### src/rtl/freq_meter_pkg.sv
// freq_meter shared types: FSM state, averaging depth and
// accumulator width helper.
package freq_meter_pkg;

  typedef enum logic {
    IDLE    = 1'b0,
    MEASURE = 1'b1
  } fm_state_e;

  // log2 of the number of periods averaged when averaging is built in
  localparam int AVG_LOG2 = 2;

  function automatic int acc_width(input int cnt_w);
    return cnt_w + AVG_LOG2;
  endfunction

endpackage

### src/rtl/sync_edge_det.sv
// Two-flop synchronizer plus registered copy; emits level and
// single-cycle rise/fall pulses. Ports: i_clk, i_reset_n, i_async,
// o_level, o_rise, o_fall.
module sync_edge_det (
  input  logic i_clk,
  input  logic i_reset_n,
  input  logic i_async,
  output logic o_level,
  output logic o_rise,
  output logic o_fall
);

  logic meta_q;
  logic sync_q;
  logic dly_q;

  always_ff @(posedge i_clk or negedge i_reset_n) begin
    if (!i_reset_n) begin
      meta_q <= 1'b0;
      sync_q <= 1'b0;
      dly_q  <= 1'b0;
    end else begin
      meta_q <= i_async;
      sync_q <= meta_q;
      dly_q  <= sync_q;
    end
  end

  assign o_level = sync_q;
  assign o_rise  = sync_q & ~dly_q;
  assign o_fall  = ~sync_q & dly_q;

endmodule

### src/rtl/freq_meter.sv
// Period / high-time meter for an asynchronous input, in i_clk cycles,
// with sticky loss-of-signal timeout.
// Ports: i_clk, i_reset_n (async, active-low), i_signal;
// o_period, o_high_time, o_valid (1-cycle strobe), o_timeout (sticky).
// Optional: FREQ_METER_AVG_EN reports the mean of 4 measurements.
module freq_meter
  import freq_meter_pkg::*;
#(
  parameter int CNT_W          = 32,
  parameter int TIMEOUT_CYCLES = 1000000
) (
  input  logic             i_clk,
  input  logic             i_reset_n,
  input  logic             i_signal,
  output logic [CNT_W-1:0] o_period,
  output logic [CNT_W-1:0] o_high_time,
  output logic             o_valid,
  output logic             o_timeout
);

  localparam logic [CNT_W-1:0] TO_C  = CNT_W'(TIMEOUT_CYCLES);
  localparam logic [CNT_W-1:0] ONE_C = CNT_W'(1);

  logic lvl_unused;
  logic rise;
  logic fall;

  sync_edge_det u_sync (
    .i_clk     (i_clk),
    .i_reset_n (i_reset_n),
    .i_async   (i_signal),
    .o_level   (lvl_unused),
    .o_rise    (rise),
    .o_fall    (fall)
  );

  fm_state_e        state_q, state_d;
  logic [CNT_W-1:0] cnt_q, cnt_d;
  logic [CNT_W-1:0] hlat_q, hlat_d;
  logic [CNT_W-1:0] per_q, per_d;
  logic [CNT_W-1:0] high_q, high_d;
  logic             vld_q, vld_d;
  logic             to_q, to_d;

`ifdef FREQ_METER_AVG_EN
  localparam int ACC_W = acc_width(CNT_W);
  localparam logic [AVG_LOG2-1:0] IDX_ONE =
    {{(AVG_LOG2-1){1'b0}}, 1'b1};

  logic [ACC_W-1:0]    sp_q, sp_d, sp_n;
  logic [ACC_W-1:0]    sh_q, sh_d, sh_n;
  logic [AVG_LOG2-1:0] idx_q, idx_d;

  assign sp_n = sp_q + {{AVG_LOG2{1'b0}}, cnt_q};
  assign sh_n = sh_q + {{AVG_LOG2{1'b0}}, hlat_q};
`endif

  always_comb begin
    state_d = state_q;
    cnt_d   = cnt_q;
    hlat_d  = hlat_q;
    per_d   = per_q;
    high_d  = high_q;
    vld_d   = 1'b0;
    to_d    = to_q;
`ifdef FREQ_METER_AVG_EN
    sp_d    = sp_q;
    sh_d    = sh_q;
    idx_d   = idx_q;
`endif
    unique case (state_q)
      IDLE: begin
        if (rise) begin
          cnt_d   = ONE_C;
          state_d = MEASURE;
        end
      end
      MEASURE: begin
        if (rise) begin
          cnt_d = ONE_C;
          to_d  = 1'b0;
`ifdef FREQ_METER_AVG_EN
          if (idx_q == '1) begin
            per_d  = sp_n[ACC_W-1:AVG_LOG2];
            high_d = sh_n[ACC_W-1:AVG_LOG2];
            vld_d  = 1'b1;
            sp_d   = '0;
            sh_d   = '0;
            idx_d  = '0;
          end else begin
            sp_d  = sp_n;
            sh_d  = sh_n;
            idx_d = idx_q + IDX_ONE;
          end
`else
          per_d  = cnt_q;
          high_d = hlat_q;
          vld_d  = 1'b1;
`endif
        end else if (cnt_q == TO_C) begin
          // lost signal: outputs keep last measurement
          to_d    = 1'b1;
          cnt_d   = '0;
          state_d = IDLE;
`ifdef FREQ_METER_AVG_EN
          sp_d    = '0;
          sh_d    = '0;
          idx_d   = '0;
`endif
        end else begin
          if (fall) hlat_d = cnt_q;
          cnt_d = cnt_q + ONE_C;
        end
      end
      default: begin
        state_d = IDLE;
        cnt_d   = '0;
      end
    endcase
  end

  always_ff @(posedge i_clk or negedge i_reset_n) begin
    if (!i_reset_n) begin
      state_q <= IDLE;
      cnt_q   <= '0;
      hlat_q  <= '0;
      per_q   <= '0;
      high_q  <= '0;
      vld_q   <= 1'b0;
      to_q    <= 1'b0;
    end else begin
      state_q <= state_d;
      cnt_q   <= cnt_d;
      hlat_q  <= hlat_d;
      per_q   <= per_d;
      high_q  <= high_d;
      vld_q   <= vld_d;
      to_q    <= to_d;
    end
  end

`ifdef FREQ_METER_AVG_EN
  always_ff @(posedge i_clk or negedge i_reset_n) begin
    if (!i_reset_n) begin
      sp_q  <= '0;
      sh_q  <= '0;
      idx_q <= '0;
    end else begin
      sp_q  <= sp_d;
      sh_q  <= sh_d;
      idx_q <= idx_d;
    end
  end
`endif

  assign o_period    = per_q;
  assign o_high_time = high_q;
  assign o_valid     = vld_q;
  assign o_timeout   = to_q;

endmodule

### config.mk
export PLATFORM = sky130hd
export DESIGN_NAME = freq_meter
export DESIGN_NICKNAME = d
export VERILOG_FILES = /design/src/rtl/freq_meter_pkg.sv /design/src/rtl/sync_edge_det.sv /design/src/rtl/freq_meter.sv
export SDC_FILE = /design/constraint.sdc
export NUM_CORES = 1
export LEC_CHECK = 0
export ABC_AREA = 0
export ABC_CLOCK_PERIOD_IN_PS = 3900
export CORE_UTILIZATION = 25
export DETAILED_ROUTE_END_ITERATION = 6
export PLACE_DENSITY = 0.44
export REMOVE_ABC_BUFFERS = 1
export SETUP_SLACK_MARGIN = 0.2
export SYNTH_ARGS = -nofsm -noshare
export SYNTH_HDL_FRONTEND = slang
export SYNTH_SLANG_ARGS = --single-unit
### constraint.sdc
create_clock -name i_clk -period 3.9 [get_ports i_clk]
set_clock_uncertainty 0.15 [all_clocks]
set_input_delay 0.975 -clock i_clk [delete_from_list [all_inputs] [get_ports i_clk]]
set_output_delay 0.975 -clock i_clk [all_outputs]
set_load 0.01 [all_outputs]
==> flow_summary_export.csv <==
group,metric,value,unit
status,status,"completed",
cts,ctsHoldBuffers,0,
place,place_congestion,0.816,
global_routing,met1_usage,0.175,
route,routedWlPerCell,15.9,um
power_and_ir_drop,p_clk_frac,0.455,
yosys,synthTopCellsByArea,"dfrtp_1 (58%), nand2_1 (6.5%), mux2_1 (6.2%)",
sta,finalCriticalPeriod,2.75,ns
yosys,yosysMostFrequentCell,"dfrtp_1",
route,num_vias,4191,
yosys,synth_seq_cells,134,
critical_path,r2r_cells,8,
sta,fin_crit_sh,0.706,
global_routing,track_usage,0.132,
critical_path,cp-end-kind,"register",
sta,slew_headroom,0.203,
power_and_ir_drop,p_per_area,453,nW/um2
critical_path,startpoint,"cnt_q[0]",
finish,drive_above_1_share,0.125,
cts,cts-buffers-inserted,17,
global_routing,grt_pass1_vias,4444,
yosys,postSynth.asyncResetShare,1.00,
yosys,ys_seq_area_frac,0.575,
floorplan,rows,55,
sta,drv_slew,0,
critical_path,reg2reg_from,"cnt_q[0]",
power_and_ir_drop,ir_worst_vdd,181,uV
min_path,hold_path_end,"u_sync.o_level",
global_routing,grt-ovfl-total,0,
critical_path,crit_required,4.05,ns
critical_path,rrSetupSlack,1.15,ns
power_and_ir_drop,seq_power_share,0.460,
global_routing,use_met2,0.204,
yosys,syn_area,5830,um2
sta,rsz0062_at_grt,"no",
min_path,min_from,"u_sync.meta_q",
critical_path,arrival,2.90,ns
floorplan,die_w,155,um
sta,tightest_slew,1.19,ns
critical_path,crit_path_max_incr_delay,0.45,ns
place,io_buffers,68,
yosys,synth_common_cells,"dfrtp_1 (134), nand2_1 (101), mux2_1 (32), mux2_2 (32)",
critical_path,path_delay_family,"simple AND/OR/NAND/NOR gates",
critical_path,critPathLaunchType,"register",
sta,hold_violations,0,
sta,setup_viol,0,
critical_path,path_buf_inv,2,
cts,clock_sinks,134,
critical_path,critical_path_class,"reg2reg",
sta,finalSetupTns,0,ns
route,initialDrtViolationCount,250,
cts,clk_pin_slew,0.06,ns
power_and_ir_drop,swShare,0.249,
min_path,hold_class,"reg2reg",
finish,antenna_cells,0,
cts,clk_latency,0.42,ns
yosys,yosysTopAreaCell,"dfrtp_1",
critical_path,crit_fanout,32,
route,wirelength,14.5,mm
yosys,synth_edf_count,0,
cts,cts_tree,"built",
route,ant_nets,0,
sta,fmax,363,MHz
finish,nets,592,
global_routing,grt_util_met3,0.0347,
floorplan,dieHeight,155,um
yosys,syn_inst,533,
min_path,hold_depth,0,
global_routing,busiest_layer,"met2",
global_routing,grt_pass1_wl,24.3,mm
critical_path,r2r_end,"hlat_q[22]",
route,dr.pass1.iters,4,
power_and_ir_drop,combPwrFrac,0.085,
place,hpwl,9.35,mm
critical_path,path_cells,"inv_1, ha_1, nor4b_1, nand4_1, o21ai_1, or3b_1, buf_4, mux2_1",
flow_run,cap_violations,0,
yosys,yosys_warnings,0,
power_and_ir_drop,p_int,2500,uW
cts,clockRootBuffer,"clkbuf_16",
power_and_ir_drop,p_leak,0.00336,uW
yosys,synthFlopType,"dfrtp_1",
floorplan,start_util,0.256,
floorplan,io-pin-count,69,
cts,postCtsSetupBuffers,0,
global_routing,antenna_found_initial,0,
yosys,avgSynthCellArea,10.9,um2
power_and_ir_drop,total_power,3330,uW
route,route.detailed.drc,0,
cts,cts-htree-levels,4,
critical_path,critPathSlowestCell,"dfrtp_1",
floorplan,die_area,23900,um2
route,viasPerCell,4.59,
cts,cts_resized,0,
finish,utilization,0.323,
global_routing,grt_max_degree,112,
yosys,synth_top_area_frac,0.575,
finish,area_delta_synth_final,26.1,%
cts,clockBufferDepth,2,
floorplan,coreArea,22800,um2
yosys,yosysUniqueCellTypes,47,
power_and_ir_drop,p_switching,828,uW
## registers in the layout (all words and copies together) (netlist names)
| name | flops |
|---|---|
| o_period | 32 |
| u_sync.o_level | 1 |
| u_sync.dly_q | 1 |
| o_timeout | 1 |
| hlat_q | 32 |
| state_q | 1 |
| u_sync.meta_q | 1 |
| o_high_time | 32 |
| cnt_q | 32 |
| o_valid | 1 |
## power by group through the flow
stage	clock (uW)	combinational, uW	sequential, uW
CTS	1570	292	1530
global route	1630	316	1540
finish	1520	283	1530
detailed placement	0	288	1560
floorplan	0	125	1550
global placement	0	286	1550
## kinds of logic after synthesis
kind of cell / Yosys count / synth area share
and+or+nand+nor: 215 / 0.186
adders and majority gates: 2 / 0.00429
muxes: 66 / 0.127
xor gates and xnor gates: 1 / 0.00150
DFF: 134 / 0.575
AOI/OAI and AO/OA: 65 / 0.0696
buffers and inverters: 50 / 0.0359
## routing by layer
layer | vias to the layer above | routed length [um]
met5 | - | 0
met4 | 0 | 228
met3 | 16 | 541
met2 | 83 | 6640
met1 | 2094 | 7070
li1 | 1998 | -
## per-stage QoR
step | instance area (um2) | cells | setup WS [ns] | hold slack [ns]
6_report | 7350 | 913 | 1.15 | 0.205
5_1_grt | 7350 | 913 | 0.875 | 0.215
4_1_cts | 7350 | 913 | 1.15 | 0.212
3_5_place_dp | 6790 | 881 | 1.18 | 0.197
3_3_place_gp | 6790 | 881 | 1.26 | 0.197
2_1_floorplan | 5660 | 494 | 0.769 | 0.181
## cells in the final DEF (no fill, tap or decap), types with 3 or more instances in the layout
cell and n:
a21o_1 4, clkdlybuf4s50_1 67, clkinv_2 3, nand2b_1 3
and3_1 4, o21ai_1 7, and4_1 7, mux2_2 32
clkbuf_16 17, nand3_1 26, or3_1 12, inv_1 10
o31ai_1 4, o211ai_1 4, a21oi_1 10, nand4_1 13
nor3_1 10, dfrtp_1 134, buf_4 6, nor3b_1 3
nand2_1 100, a22o_1 5, nor4b_1 6, nor4_1 9
clkinv_4 4, nor2_1 12, o21ai_0 21, mux2_1 32
clkinvlp_4 3
## worst max path at each step
stage               slack [ns]  depth (start not counted)         endpoint
detailed placement        1.18                          8       hlat_q[22]
global placement          1.26                          6       hlat_q[12]
global route              0.88                          8       hlat_q[25]
CTS                       1.15                          8       hlat_q[22]
finish                    1.15                          8       hlat_q[22]
floorplan                 0.77                          4  o_high_time[31]
## cell type report
class                   instances  area (um2)
fillers                      2352       15400
flip-flops and latches        134        3350
multi-input cells             349        2270
repair buffers                 74         727
clock buffers                  21         460
well taps                     313         392
clock inverters                11         103
inverters                      11        41.3
No activity file was read; power rests on OpenSTA's default activity.
